`config.mk`:
```
export PLATFORM = sky130hd
export DESIGN_NAME = machine_csr_file
export DESIGN_NICKNAME = d
export VERILOG_FILES = /design/src/rtl/machine_csr_pkg.sv /design/src/rtl/machine_csr_file_counter64.sv /design/src/rtl/machine_csr_file.sv
export SDC_FILE = /design/constraint.sdc
export NUM_CORES = 1
export LEC_CHECK = 0
export BUFFER_PORTS_ARGS = -buffer_cell sky130_fd_sc_hd__buf_2
export CAP_MARGIN = 20
export CORE_UTILIZATION = 54
export DETAILED_ROUTE_END_ITERATION = 6
export GPL_ROUTABILITY_DRIVEN = 0
export PLACE_DENSITY = 0.77
export SLEW_MARGIN = 40
export SYNTH_ARGS = -nofsm -noshare
export SYNTH_HDL_FRONTEND = slang
export SYNTH_HIERARCHICAL = 1
export SYNTH_SLANG_ARGS = --single-unit
```
`constraint.sdc`:
```
create_clock -name clk_in -period 2.7 [get_ports clk_in]
set_input_delay 0.54 -clock clk_in [delete_from_list [all_inputs] [get_ports clk_in]]
set_output_delay 0.54 -clock clk_in [all_outputs]
set_load 0.02 [all_outputs]
```
`src/rtl/machine_csr_pkg.sv`:
```
// Shared definitions for the machine-mode CSR file.
// Holds the CSR address map, mstatus/mie/mip bit positions, the Zicsr
// operation encoding (funct3[1:0]) and the mtvec MODE encodings.
package machine_csr_pkg;

    localparam logic [11:0] CSR_MSTATUS   = 12'h300;
    localparam logic [11:0] CSR_MISA      = 12'h301;
    localparam logic [11:0] CSR_MIE       = 12'h304;
    localparam logic [11:0] CSR_MTVEC     = 12'h305;
    localparam logic [11:0] CSR_MSCRATCH  = 12'h340;
    localparam logic [11:0] CSR_MEPC      = 12'h341;
    localparam logic [11:0] CSR_MCAUSE    = 12'h342;
    localparam logic [11:0] CSR_MTVAL     = 12'h343;
    localparam logic [11:0] CSR_MIP       = 12'h344;
    localparam logic [11:0] CSR_MCYCLE    = 12'hB00;
    localparam logic [11:0] CSR_MINSTRET  = 12'hB02;
    localparam logic [11:0] CSR_MCYCLEH   = 12'hB80;
    localparam logic [11:0] CSR_MINSTRETH = 12'hB82;
    localparam logic [11:0] CSR_MVENDORID = 12'hF11;
    localparam logic [11:0] CSR_MARCHID   = 12'hF12;
    localparam logic [11:0] CSR_MIMPID    = 12'hF13;
    localparam logic [11:0] CSR_MHARTID   = 12'hF14;

    localparam logic [31:0] MISA_VALUE = 32'h4000_0100;

    localparam int MSTATUS_MIE  = 3;
    localparam int MSTATUS_MPIE = 7;
    localparam int MIE_MSIE     = 3;
    localparam int MIE_MTIE     = 7;
    localparam int MIE_MEIE     = 11;
    localparam int MIP_MSIP     = 3;
    localparam int MIP_MTIP     = 7;
    localparam int MIP_MEIP     = 11;

    localparam int CNT_W = 64;

    // funct3[1:0]; funct3[2] only selects the immediate source
    typedef enum logic [1:0] {
        CSR_OP_NONE = 2'b00,
        CSR_OP_RW   = 2'b01,
        CSR_OP_RS   = 2'b10,
        CSR_OP_RC   = 2'b11
    } csr_op_e;

    typedef enum logic [1:0] {
        MTVEC_DIRECT   = 2'b00,
        MTVEC_VECTORED = 2'b01
    } mtvec_mode_e;

endpackage

```
`src/rtl/machine_csr_file_counter64.sv`:
```
// 64-bit performance counter (mcycle / minstret).
// Ports:
//   clk_i, rst_ni      clock, asynchronous active-low reset
//   inc_i              advance by one this cycle
//   wr_lo_i, wr_hi_i   software write of low / high 32-bit half
//   wdata_i            software write data
//   count_o            current 64-bit count
module csr_counter64
    import machine_csr_pkg::*;
(
    input  logic             clk_i,
    input  logic             rst_ni,
    input  logic             inc_i,
    input  logic             wr_lo_i,
    input  logic             wr_hi_i,
    input  logic [31:0]      wdata_i,
    output logic [CNT_W-1:0] count_o
);

    logic [CNT_W-1:0] count_q, count_d;

    // A software write to either half replaces this cycle's increment
    // for the whole counter; the unwritten half holds.
    always_comb begin
        count_d = count_q;
        if (wr_lo_i || wr_hi_i) begin
            if (wr_lo_i) count_d[31:0]  = wdata_i;
            if (wr_hi_i) count_d[63:32] = wdata_i;
        end else if (inc_i) begin
            count_d = count_q + 64'd1;
        end
    end

    always_ff @(posedge clk_i or negedge rst_ni) begin
        if (!rst_ni) count_q <= '0;
        else         count_q <= count_d;
    end

    assign count_o = count_q;

endmodule

```
`src/rtl/machine_csr_file.sv`:
```
// Machine-mode CSR register file, responder to the trap controller.
// Executes Zicsr RW/RS/RC(I) from execute, applies trap strobes to
// mstatus/mepc/mcause/mtval, owns mcycle/minstret and samples irq lines.
// Ports:
//   clk_in, rst_n_in                 clock, asynchronous active-low reset
//   csr_addr_in/wr_en_in/op_in       CSR instruction (address, valid, funct3)
//   rs1_data_in, zimm_in             register / immediate source
//   csr_data_out, illegal_csr_out    old CSR value (combinational), illegal flag
//   set_epc_in ... misaligned_addr_in trap strobes and trap information
//   instruct_inc_in                  instruction retired (minstret)
//   eirq_in, tirq_in, sirq_in        raw interrupt lines
//   mie_out ... msip_out             enable / pending bits to controller
//   trap_address_out, epc_out        trap target PC, mepc
module machine_csr_file
    import machine_csr_pkg::*;
#(
    parameter int unsigned     XLEN        = 32,
    parameter logic [XLEN-1:0] RESET_MTVEC = '0,
    parameter logic [XLEN-1:0] MHARTID     = '0
) (
    input  logic            clk_in,
    input  logic            rst_n_in,
    input  logic [11:0]     csr_addr_in,
    input  logic            csr_wr_en_in,
    input  logic [2:0]      csr_op_in,
    input  logic [XLEN-1:0] rs1_data_in,
    input  logic [4:0]      zimm_in,
    output logic [XLEN-1:0] csr_data_out,
    output logic            illegal_csr_out,
    input  logic            set_epc_in,
    input  logic            set_cause_in,
    input  logic            mie_clear_in,
    input  logic            mie_set_in,
    input  logic            i_or_e_in,
    input  logic [3:0]      cause_in,
    input  logic [XLEN-1:0] pc_in,
    input  logic            misaligned_exception_in,
    input  logic [XLEN-1:0] misaligned_addr_in,
    input  logic            instruct_inc_in,
    input  logic            eirq_in,
    input  logic            tirq_in,
    input  logic            sirq_in,
    output logic            mie_out,
    output logic            meie_out,
    output logic            mtie_out,
    output logic            msie_out,
    output logic            meip_out,
    output logic            mtip_out,
    output logic            msip_out,
    output logic [XLEN-1:0] trap_address_out,
    output logic [XLEN-1:0] epc_out
);

    logic            mie_q, mie_d, mpie_q, mpie_d;
    logic            meie_q, meie_d, mtie_q, mtie_d, msie_q, msie_d;
    logic [XLEN-1:0] mtvec_q, mtvec_d, mscratch_q, mscratch_d;
    logic [XLEN-1:0] mepc_q, mepc_d, mtval_q, mtval_d;
    logic            mcause_int_q, mcause_int_d;
    logic [3:0]      mcause_code_q, mcause_code_d;
    logic            meip_q, mtip_q, msip_q;

    logic [CNT_W-1:0] mcycle, minstret;

    logic [XLEN-1:0] mstatus_val, mie_val, mip_val, mcause_val;
    logic [XLEN-1:0] src, rdata, wdata, mtvec_base;
    logic            known, read_only, do_write, we;
    csr_op_e         op;

    assign mstatus_val = {{(XLEN-13){1'b0}}, 2'b11, 3'b000, mpie_q, 3'b000, mie_q, 3'b000};
    assign mie_val     = {{(XLEN-12){1'b0}}, meie_q, 3'b000, mtie_q, 3'b000, msie_q, 3'b000};
    assign mip_val     = {{(XLEN-12){1'b0}}, meip_q, 3'b000, mtip_q, 3'b000, msip_q, 3'b000};
    assign mcause_val  = {mcause_int_q, {(XLEN-5){1'b0}}, mcause_code_q};

    assign op  = csr_op_e'(csr_op_in[1:0]);
    assign src = csr_op_in[2] ? {{(XLEN-5){1'b0}}, zimm_in} : rs1_data_in;

    always_comb begin
        rdata     = '0;
        known     = 1'b1;
        read_only = 1'b0;
        case (csr_addr_in)
            CSR_MSTATUS:   rdata = mstatus_val;
            CSR_MISA:      begin rdata = MISA_VALUE; read_only = 1'b1; end
            CSR_MIE:       rdata = mie_val;
            CSR_MTVEC:     rdata = mtvec_q;
            CSR_MSCRATCH:  rdata = mscratch_q;
            CSR_MEPC:      rdata = mepc_q;
            CSR_MCAUSE:    rdata = mcause_val;
            CSR_MTVAL:     rdata = mtval_q;
            CSR_MIP:       begin rdata = mip_val; read_only = 1'b1; end
            CSR_MCYCLE:    rdata = mcycle[31:0];
            CSR_MCYCLEH:   rdata = mcycle[63:32];
            CSR_MINSTRET:  rdata = minstret[31:0];
            CSR_MINSTRETH: rdata = minstret[63:32];
            CSR_MVENDORID, CSR_MARCHID, CSR_MIMPID: read_only = 1'b1;
            CSR_MHARTID:   begin rdata = MHARTID; read_only = 1'b1; end
            default:       known = 1'b0;
        endcase
    end

    always_comb begin
        case (op)
            CSR_OP_RW: wdata = src;
            CSR_OP_RS: wdata = rdata | src;
            CSR_OP_RC: wdata = rdata & ~src;
            default:   wdata = rdata;
        endcase
    end

    // RS/RC with a zero source are pure reads: no write, so RO is fine.
    assign do_write = csr_wr_en_in && known &&
                      ((op == CSR_OP_RW) ||
                       (((op == CSR_OP_RS) || (op == CSR_OP_RC)) && (src != '0)));
    assign we              = do_write && !read_only;
    assign illegal_csr_out = csr_wr_en_in && (!known || (do_write && read_only));
    assign csr_data_out    = rdata;

    always_comb begin
        mie_d         = mie_q;
        mpie_d        = mpie_q;
        meie_d        = meie_q;
        mtie_d        = mtie_q;
        msie_d        = msie_q;
        mtvec_d       = mtvec_q;
        mscratch_d    = mscratch_q;
        mepc_d        = mepc_q;
        mcause_int_d  = mcause_int_q;
        mcause_code_d = mcause_code_q;
        mtval_d       = mtval_q;
        if (we) begin
            case (csr_addr_in)
                CSR_MSTATUS: begin
                    mie_d  = wdata[MSTATUS_MIE];
                    mpie_d = wdata[MSTATUS_MPIE];
                end
                CSR_MIE: begin
                    meie_d = wdata[MIE_MEIE];
                    mtie_d = wdata[MIE_MTIE];
                    msie_d = wdata[MIE_MSIE];
                end
                CSR_MTVEC: begin
                    // reserved MODE values (1x) leave the old MODE in place
                    mtvec_d[XLEN-1:2] = wdata[XLEN-1:2];
                    if (!wdata[1]) mtvec_d[1:0] = wdata[1:0];
                end
                CSR_MSCRATCH: mscratch_d = wdata;
                CSR_MEPC:     mepc_d     = {wdata[XLEN-1:2], 2'b00};
                CSR_MCAUSE: begin
                    mcause_int_d  = wdata[XLEN-1];
                    mcause_code_d = wdata[3:0];
                end
                CSR_MTVAL:    mtval_d    = wdata;
                default: ;
            endcase
        end
        // Trap strobes are applied last so they win over a same-cycle write.
        if (set_epc_in) mepc_d = {pc_in[XLEN-1:2], 2'b00};
        if (set_cause_in) begin
            mcause_int_d  = i_or_e_in;
            mcause_code_d = cause_in;
            mtval_d       = misaligned_exception_in ? misaligned_addr_in : '0;
        end
        if (mie_clear_in) begin
            mpie_d = mie_q;
            mie_d  = 1'b0;
        end else if (mie_set_in) begin
            mie_d  = mpie_q;
            mpie_d = 1'b1;
        end
    end

    always_ff @(posedge clk_in or negedge rst_n_in) begin
        if (!rst_n_in) begin
            mie_q         <= 1'b0;
            mpie_q        <= 1'b0;
            meie_q        <= 1'b0;
            mtie_q        <= 1'b0;
            msie_q        <= 1'b0;
            mtvec_q       <= RESET_MTVEC;
            mscratch_q    <= '0;
            mepc_q        <= '0;
            mcause_int_q  <= 1'b0;
            mcause_code_q <= '0;
            mtval_q       <= '0;
            meip_q        <= 1'b0;
            mtip_q        <= 1'b0;
            msip_q        <= 1'b0;
        end else begin
            mie_q         <= mie_d;
            mpie_q        <= mpie_d;
            meie_q        <= meie_d;
            mtie_q        <= mtie_d;
            msie_q        <= msie_d;
            mtvec_q       <= mtvec_d;
            mscratch_q    <= mscratch_d;
            mepc_q        <= mepc_d;
            mcause_int_q  <= mcause_int_d;
            mcause_code_q <= mcause_code_d;
            mtval_q       <= mtval_d;
            meip_q        <= eirq_in;
            mtip_q        <= tirq_in;
            msip_q        <= sirq_in;
        end
    end

    csr_counter64 u_mcycle (
        .clk_i   (clk_in),
        .rst_ni  (rst_n_in),
        .inc_i   (1'b1),
        .wr_lo_i (we && (csr_addr_in == CSR_MCYCLE)),
        .wr_hi_i (we && (csr_addr_in == CSR_MCYCLEH)),
        .wdata_i (wdata),
        .count_o (mcycle)
    );

    csr_counter64 u_minstret (
        .clk_i   (clk_in),
        .rst_ni  (rst_n_in),
        .inc_i   (instruct_inc_in),
        .wr_lo_i (we && (csr_addr_in == CSR_MINSTRET)),
        .wr_hi_i (we && (csr_addr_in == CSR_MINSTRETH)),
        .wdata_i (wdata),
        .count_o (minstret)
    );

    // Vectored mode offsets only interrupts; exceptions go to the base.
    assign mtvec_base = {mtvec_q[XLEN-1:2], 2'b00};
    assign trap_address_out =
        ((mtvec_q[1:0] == MTVEC_VECTORED) && mcause_int_q)
            ? mtvec_base + {{(XLEN-6){1'b0}}, mcause_code_q, 2'b00}
            : mtvec_base;

    assign epc_out  = mepc_q;
    assign mie_out  = mie_q;
    assign meie_out = meie_q;
    assign mtie_out = mtie_q;
    assign msie_out = msie_q;
    assign meip_out = meip_q;
    assign mtip_out = mtip_q;
    assign msip_out = msip_q;

endmodule

```
==> flow_metrics.env, run 1 <==
export IMPL_error="[ERROR GRT-0232] Routing congestion too high. Check the congestion heatmap in the GUI."
export IMPL_synth_seq_cells=266
export IMPL_initial_core_util_pct=55.2
export IMPL_cts_sinks=266
export IMPL_pin_count=237
export IMPL_synth_top_area_share_pct=35.8
export IMPL_die_y_um=188
export IMPL_postSynthCellCount=2191
export IMPL_synth_simple_gate_area_share_pct=27.9
export IMPL_synthAdderAreaFrac_pct=0.511
export IMPL_portBuffers=230
export IMPL_synth_area_top_cells="dfrtp_1 36%, nand2_1 5.1%, nand3_1 3.4%, a22oi_1 3.3%, nand4_1 3.2%"
export IMPL_yosys_area_top_type="dfrtp_1"
export IMPL_yosysUniqueCellTypes=98
export IMPL_track_usage_pct=77.2
export IMPL_async_flop_share_pct=100
export IMPL_grt_max_degree=61
export IMPL_htreeDepth=1
export IMPL_rows=67
export IMPL_syn_area_sq_mm=0.0186
export IMPL_synth_common_cells="266 x dfrtp_1, 251 x nand2_1, 128 x nor2_1, 127 x nand3_1, 103 x o21ai_0"
export IMPL_post_synth_top_count_cell="dfrtp_1"
export IMPL_synth_warnings=6
export IMPL_grt_overflow=114
export IMPL_synth_xor_area_share_pct=3.30
export IMPL_status="did not finish"
export IMPL_cts_root_buf="clkbuf_16"
export IMPL_clockBufferDepth=3
export IMPL_hpwlAfterDp_um=68300
export IMPL_synth_area_mux_share_pct=4.47
export IMPL_worst_ep_kind="top-level output"
export IMPL_synth_compound_area_share_pct=23.1
export IMPL_synth_top_flop_cell="dfrtp_1"
export IMPL_avgSynthCellArea_sq_um=8.49
export IMPL_stop_stage="global routing (5_1_grt)"
export IMPL_synth_edf_count=0
export IMPL_cts_buffers=29
export IMPL_synth_top_family_by_area="simple AND/OR/NAND/NOR gates"
export IMPL_die_w_um=188
export IMPL_seq_area_frac_synth_pct=35.8
export IMPL_grt_worst_endpoint="trap_address_out[30]"
export IMPL_placed_area_sq_mm=0.0237
==> cell families after synthesis <==
group                      after synthesis
and+or+nand+nor                        957
AOI/OAI and AO/OA                      607
DFF                                    266
buffers and inverters                  209
muxes                                   73
xor gates and xnor gates                70
adders and majority gates                7
other                                    2
==> routing by layer <==
layer / overflow / GRT usage (%)
met5: 1 / 48.2
met3: 4 / 68.3
met4: 45 / 73.5
met2: 60 / 88.1
met1: 4 / 77.7
==> stage by stage <==
stage / utilization (%) / hold slack [ps] / setup TNS (ps) / std cells / setup slack, ps
2_1_floorplan: - / 244 / -9730 / 2200 / -323
3_3_place_gp: 70.3 / 464 / -55500 / 3137 / -405
3_5_place_dp: 70.3 / 475 / -74060 / 3137 / -556
4_1_cts: 78.7 / 68.0 / -14980 / 3260 / -606
==> what timing repair did <==
item / in CTS
hold endpoints to repair: 56
gates cloned: 7
buffers inserted: 70
gates resized for setup: 313
setup endpoints to repair: 61
hold buffers: 1
pin swaps: 99
==> inputs of run 2 (changes only) <==
--- a/config.mk
+++ b/config.mk
@@ -7,10 +7,10 @@
 export LEC_CHECK = 0
 export BUFFER_PORTS_ARGS = -buffer_cell sky130_fd_sc_hd__buf_2
 export CAP_MARGIN = 20
-export CORE_UTILIZATION = 54
+export CORE_UTILIZATION = 40
 export DETAILED_ROUTE_END_ITERATION = 6
 export GPL_ROUTABILITY_DRIVEN = 0
-export PLACE_DENSITY = 0.77
+export PLACE_DENSITY_LB_ADDON = 0.15
 export SLEW_MARGIN = 40
 export SYNTH_ARGS = -nofsm -noshare
 export SYNTH_HDL_FRONTEND = slang
==> constraint.sdc (replaced) <==
create_clock -name clk_in -period 3.5 [get_ports clk_in]
set_input_delay 0.7 -clock clk_in [delete_from_list [all_inputs] [get_ports clk_in]]
set_output_delay 0.7 -clock clk_in [all_outputs]
set_load 0.02 [all_outputs]
==> flow_metrics.env, run 2 <==
export IMPL_status="complete, no violations"
export IMPL_p_leak_nw=10.6
export IMPL_seq_area_frac_synth_pct=35.8
export IMPL_ctsHoldBuffers=0
export IMPL_place_ws_ps=-198
export IMPL_finalSetupTns_ps=0
export IMPL_layout_commonest_cell="buf_4"
export IMPL_synth_top_family_by_area="simple AND/OR/NAND/NOR gates"
export IMPL_grtUsageMet2_pct=58.0
export IMPL_pin_count=237
export IMPL_die_y_um=218
export IMPL_async_flop_share_pct=100
export IMPL_stdcell_area_sq_mm=0.0238
export IMPL_synth_top_flop_cell="dfrtp_1"
export IMPL_drc=0
export IMPL_final_cells=3241
export IMPL_fin_nets=2757
export IMPL_rr_startpoint="u_mcycle/count_o[8]"
export IMPL_cp_slowest_cell="mux2i_1"
export IMPL_die_w_um=218
export IMPL_total_power_mw=8.72
export IMPL_hold_viol=0
export IMPL_r2r_slack_ps=730
export IMPL_yosys_area_top_type="dfrtp_1"
export IMPL_synth_area_mux_share_pct=4.47
export IMPL_cap_violations=0
export IMPL_min_period_ps=3490
export IMPL_synth_top_area_share_pct=35.8
export IMPL_track_usage_pct=38.3
export IMPL_grt_busiest_layer="met2"
export IMPL_htreeDepth=2
export IMPL_drive_gt1_share_pct=27.3
export IMPL_num_vias=21615
export IMPL_startpoint_type="primary input"
export IMPL_hp_class="in -> async"
export IMPL_cts_buffers=34
export IMPL_worst_slew_pin_slew_ps=901
export IMPL_grt_max_degree=80
export IMPL_synth_common_cells="266 x dfrtp_1, 251 x nand2_1, 128 x nor2_1, 127 x nand3_1, 103 x o21ai_0"
export IMPL_worstPathArrival_ps=2790
export IMPL_portBuffers=230
export IMPL_grt_pass1_vias=20081
export IMPL_grt_overflow=0
export IMPL_ant_nets=0
export IMPL_drt_initial_drc_count=3502
export IMPL_mostFrequentLayoutCells="279 x buf_4, 264 x dfrtp_1, 251 x nand2_1"
export IMPL_postSynthCellCount=2191
export IMPL_initial_core_util_pct=40.8
export IMPL_required_ps=2800
export IMPL_timing_final_crit_share_pct=99.8
export IMPL_synth_compound_area_share_pct=23.1
export IMPL_ir_drop_mv=0.362
export IMPL_met1_usage_pct=50.0
export IMPL_critical_path_endpoint_type="primary output"
export IMPL_critPathMaxFanout=7
export IMPL_reg2reg_depth=5
export IMPL_grt_pass1_wl_um=134000
export IMPL_drt_first_pass_iters=7
export IMPL_hold_ws_ps=105
export IMPL_cpPeakStageDelay_ps=400
export IMPL_pwr_density_cell_mw_per_mm2=366
export IMPL_max_freq_mhz=286
export IMPL_use_met3_pct=8.91
export IMPL_rows=78
export IMPL_dieArea_sq_mm=0.0474
export IMPL_clockBufferDepth=3
export IMPL_post_route_util_pct=52.3
export IMPL_synth_edf_count=0
export IMPL_tritoncts="built"
export IMPL_cts_root_buf="clkbuf_16"
export IMPL_synth_warnings=6
export IMPL_hpwlAfterDp_um=70700
export IMPL_syn2layout_area_growth_pct=28.2
export IMPL_slew_headroom_pct=40.0
export IMPL_cts_sinks=266
export IMPL_clk_latency_ps=570
export IMPL_vias_per_cell=6.67
export IMPL_setup_viol=0
export IMPL_finalWorstSetupSlack_ps=6.46
export IMPL_placed_area_sq_mm=0.0225
export IMPL_fin_skew_ps=39.1
export IMPL_synth_seq_cells=266
export IMPL_coreArea_sq_mm=0.0456
export IMPL_rsz0062_at_grt="true"
export IMPL_dp_cells=3171
export IMPL_r2r_end="u_mcycle/count_o[39]"
export IMPL_yosysUniqueCellTypes=98
export IMPL_avgSynthCellArea_sq_um=8.49
export IMPL_syn_area_sq_mm=0.0186
export IMPL_path_class="in -> out"
export IMPL_antenna_found_initial=3
export IMPL_synthAdderAreaFrac_pct=0.511
export IMPL_synth_xor_area_share_pct=3.30
export IMPL_detail_route_wl_per_cell_um=28.6
export IMPL_finalMaxSlewViolations=0
export IMPL_synth_simple_gate_area_share_pct=27.9
export IMPL_post_synth_top_count_cell="dfrtp_1"
export IMPL_synth_area_top_cells="dfrtp_1 36%, nand2_1 5.1%, nand3_1 3.4%, a22oi_1 3.3%, nand4_1 3.2%"
export IMPL_routed_wirelength_um=92700
export IMPL_clk_pin_slew_ps=60
export IMPL_crit_chain="buf_2, buf_4, buf_4, mux2i_1, o2bb2ai_1, a221o_1, or2_2, buf_2"
[run 2: cell counts after synthesis]
Identical to the previous run, type by type.
[run 2: power by group]
part	switching [mW]	internal (mW)	leakage [nW]
Clock	1.48	2.15	0.549
Combinational	0.872	0.556	6.61
Sequential	0.386	3.27	3.43
[run 2: cell type report]
cell class	count	area, sq um
inverters	53	199
clock inverters	12	141
well taps	600	751
diodes	2	5.00
multi-input cells	1725	11200
clock buffers	46	967
flip-flops and latches	266	6660
fillers	4290	21700
repair buffers	537	3870
[run 2: critical path: cells and delay by family]
family | cells | cell delay [ps]
buf+inv | 4 | 830
mux | 1 | 400
compound gates | 2 | 570
simple gates | 1 | 290
[run 2: worst max-delay path by stage]
stage                           from              endpoint  slack [ps]  cells past startpoint
floorplan               csr_op_in[2]  u_mcycle/count_o[61]        -0.2                     13
global placement     rs1_data_in[29]  u_mcycle/count_o[32]        -220                     15
detailed placement   rs1_data_in[29]  u_mcycle/count_o[32]        -200                     15
CTS                   csr_addr_in[5]      csr_data_out[10]           5                      8
global route        mcause_code_q[0]  trap_address_out[28]         -60                     10
finish                csr_addr_in[7]      csr_data_out[19]           6                      8
[run 2: cell families (layout without fill, tap and decap cells)]
group,after synthesis,in the layout
compound gates,607,607
xor+xnor,70,70
fa+ha+maj,7,7
buf+inv,209,648
flops,266,266
mux,73,73
other cells,2,13
simple gates,957,957
[run 2: timing repair]
| item | 4_1_cts | 5_1_grt |
|---|---|---|
| cloned | 0 | 1 |
| gates resized for setup | 15 | 17 |
| endpoints found under the setup margin | 17 | 20 |
| pin swaps | 4 | 8 |
| hold endpoints to repair | 0 | 0 |
| setup buffers | 3 | 6 |
[run 2: layer usage]
metal	up-vias	share of wire (%)
met2	1580	43
li1	9175	-
met5	-	0.024
met1	10497	38
met4	4	7.0
met3	359	12
No activity file was read; power rests on OpenSTA's default activity.
==> inputs of run 3 (changes only) <==
--- a/config.mk
+++ b/config.mk
@@ -5,12 +5,13 @@
 export SDC_FILE = /design/constraint.sdc
 export NUM_CORES = 1
 export LEC_CHECK = 0
-export BUFFER_PORTS_ARGS = -buffer_cell sky130_fd_sc_hd__buf_2
+export BUFFER_PORTS_ARGS = -buffer_cell sky130_fd_sc_hd__buf_4
 export CAP_MARGIN = 20
 export CORE_UTILIZATION = 40
 export DETAILED_ROUTE_END_ITERATION = 6
 export GPL_ROUTABILITY_DRIVEN = 0
 export PLACE_DENSITY_LB_ADDON = 0.15
+export REMOVE_ABC_BUFFERS = 1
 export SLEW_MARGIN = 40
 export SYNTH_ARGS = -nofsm -noshare
 export SYNTH_HDL_FRONTEND = slang
==> constraint.sdc (replaced) <==
create_clock -name clk_in -period 3.5 [get_ports clk_in]
set_input_delay 0.175 -clock clk_in [delete_from_list [all_inputs] [get_ports clk_in]]
set_output_delay 0.175 -clock clk_in [all_outputs]
set_load 0.02 [all_outputs]
==> flow_metrics.env, run 3 (synthesis results as in run 2) <==
export IMPL_status="complete, no violations"
export IMPL_worstPathArrival_ps=3210
export IMPL_htreeDepth=1
export IMPL_num_vias=20944
export IMPL_whs_path_depth=3
export IMPL_clk_pin_slew_ps=60
export IMPL_fin_nets=2675
export IMPL_critPathMaxFanout=5
export IMPL_setup_viol=0
export IMPL_cpPeakStageDelay_ps=450
export IMPL_clk_latency_ps=600
export IMPL_hold_ws_ps=38.2
export IMPL_pwr_share_clk_pct=39.2
export IMPL_die_w_um=218
export IMPL_placed_area_sq_mm=0.0217
export IMPL_crit_chain="ha_1, inv_1, fa_1, nor2b_1, o21ai_0, a211o_1, nor2_4, nand3_1, xnor2_1, buf_4"
export IMPL_seqPwrFrac_pct=43.2
export IMPL_min_period_ps=3390
export IMPL_final_cells=3159
export IMPL_path_class="reg -> out"
export IMPL_rows=78
export IMPL_p_leak_nw=10.1
export IMPL_p_int_mw=5.74
export IMPL_rr_startpoint="epc_out[15]"
export IMPL_clockBufferDepth=3
export IMPL_vias_per_cell=6.63
export IMPL_max_freq_mhz=295
export IMPL_startpoint_type="flip-flop"
export IMPL_post_route_util_pct=51.6
export IMPL_ir_drop_mv=0.423
export IMPL_cts_setup_buffers=0
export IMPL_grt_pass1_wl_um=127000
export IMPL_drive_gt1_share_pct=21.0
export IMPL_tritoncts="built"
export IMPL_ant_nets=0
export IMPL_pwr_density_cell_mw_per_mm2=354
export IMPL_min_delay_start="set_cause_in"
export IMPL_grt_max_degree=81
export IMPL_fin_skew_ps=30.9
export IMPL_hold_viol=0
export IMPL_finalSetupTns_ps=0
export IMPL_netSwitchingFraction_pct=31.1
export IMPL_stdcell_area_sq_mm=0.0235
export IMPL_portBuffers=230
export IMPL_critical_path_endpoint_type="primary output"
export IMPL_cts_root_buf="clkbuf_16"
export IMPL_place_ws_ps=168
export IMPL_coreArea_sq_mm=0.0456
export IMPL_syn2layout_area_growth_pct=26.4
export IMPL_cts_buffers=31
export IMPL_mostFrequentLayoutCells="370 x buf_4, 266 x dfrtp_1, 251 x nand2_1"
export IMPL_layout_commonest_cell="buf_4"
export IMPL_hold_end="mtval_q[4]"
export IMPL_routed_wirelength_um=86800
export IMPL_r2r_slack_ps=630
export IMPL_die_y_um=218
export IMPL_rsz0062_at_grt="false"
export IMPL_cap_violations=0
export IMPL_drt_first_pass_iters=7
export IMPL_timing_final_crit_share_pct=96.8
export IMPL_slew_headroom_pct=39.4
export IMPL_r2r_end="u_mcycle/count_o[47]"
export IMPL_track_usage_pct=35.7
export IMPL_finalWorstSetupSlack_ps=113
export IMPL_dieArea_sq_mm=0.0474
export IMPL_reg2reg_depth=6
export IMPL_hpwlAfterDp_um=65000
export IMPL_worst_slew_pin_slew_ps=909
export IMPL_total_power_mw=8.33
export IMPL_detail_route_wl_per_cell_um=27.5
export IMPL_initial_core_util_pct=40.8
export IMPL_cts_sinks=266
export IMPL_pin_count=237
export IMPL_grt_pass1_vias=19432
export IMPL_dp_cells=3025
export IMPL_required_ps=3320
export IMPL_antenna_found_initial=1
export IMPL_cp_slowest_cell="dfrtp_1"
export IMPL_drc=0
export IMPL_grt_overflow=0
export IMPL_drt_initial_drc_count=3209
export IMPL_p_switching_mw=2.59
export IMPL_nFillCells=4238
export IMPL_hp_class="in -> reg"
export IMPL_finalMaxSlewViolations=0
export IMPL_pwr_share_comb_pct=17.6
## run 3: cell types whose count changed in the layout (fill, tap and decap cells not counted), sizes merged
cell         change
dlygate4sd3     +77
inv              +1
clkinvlp         +1
bufinv           -2
diode            -1
buf            -155
clkinv           -3
## run 3: cell type report
type	instances	area (sq um)	share of cell area, %
Sequential cell	266	6660	28.3
Inverter	53	199	0.846
Clock buffer	47	916	3.89
Timing Repair Buffer	458	3760	16.0
Antenna cell	1	2.50	0.0106
Multi-Input combinational cell	1725	11100	47.4
Tap cell	600	751	3.19
Clock inverter	9	82.6	0.351
## run 3: worst max-delay path by stage
stage,cells past startpoint,end,slack [ps],startpoint
after floorplan,10,u_mcycle/count_o[54],-1880,csr_addr_in[11]
after global placement,12,u_mcycle/count_o[36],150,csr_addr_in[11]
after detailed placement,12,u_mcycle/count_o[36],170,csr_addr_in[11]
after CTS,10,trap_address_out[30],40,mcause_code_q[0]
after global routing,10,trap_address_out[30],1,mcause_code_q[0]
final,10,trap_address_out[30],110,mcause_code_q[0]
## run 3: power by group through the flow
| stage | Combinational (mW) | Sequential (mW) | Clock (mW) |
|---|---|---|---|
| 3_3_place_gp | 1.33 | 3.63 | 0 |
| 4_1_cts | 1.43 | 3.58 | 3.30 |
| 3_5_place_dp | 1.35 | 3.64 | 0 |
| 6_report | 1.46 | 3.60 | 3.27 |
| 5_1_grt | 1.56 | 3.62 | 3.43 |
| 2_1_floorplan | 0.618 | 3.57 | 0 |
## run 3: timing repair
| item | CTS | global route |
|---|---|---|
| endpoints found under the hold margin | 147 | 0 |
| hold buffers | 77 | 0 |
| gates resized for setup | 1 | 1 |
| endpoints found under the setup margin | 4 | 2 |
## run 3: layer usage
metal  track usage (%)  wire (um)
met2              54.7      37700
met5                 0          0
met4              13.3       3950
met3              7.74      11000
met1              49.2      34100
## run 3: critical path: cells and delay by family, from the launching register on
family | cells | cell delay (ps)
AOI/OAI and AO/OA | 2 | 590
buffers and inverters | 2 | 240
adders and majority gates | 2 | 600
DFF | 1 | 450
xor gates and xnor gates | 1 | 220
and+or+nand+nor | 3 | 510
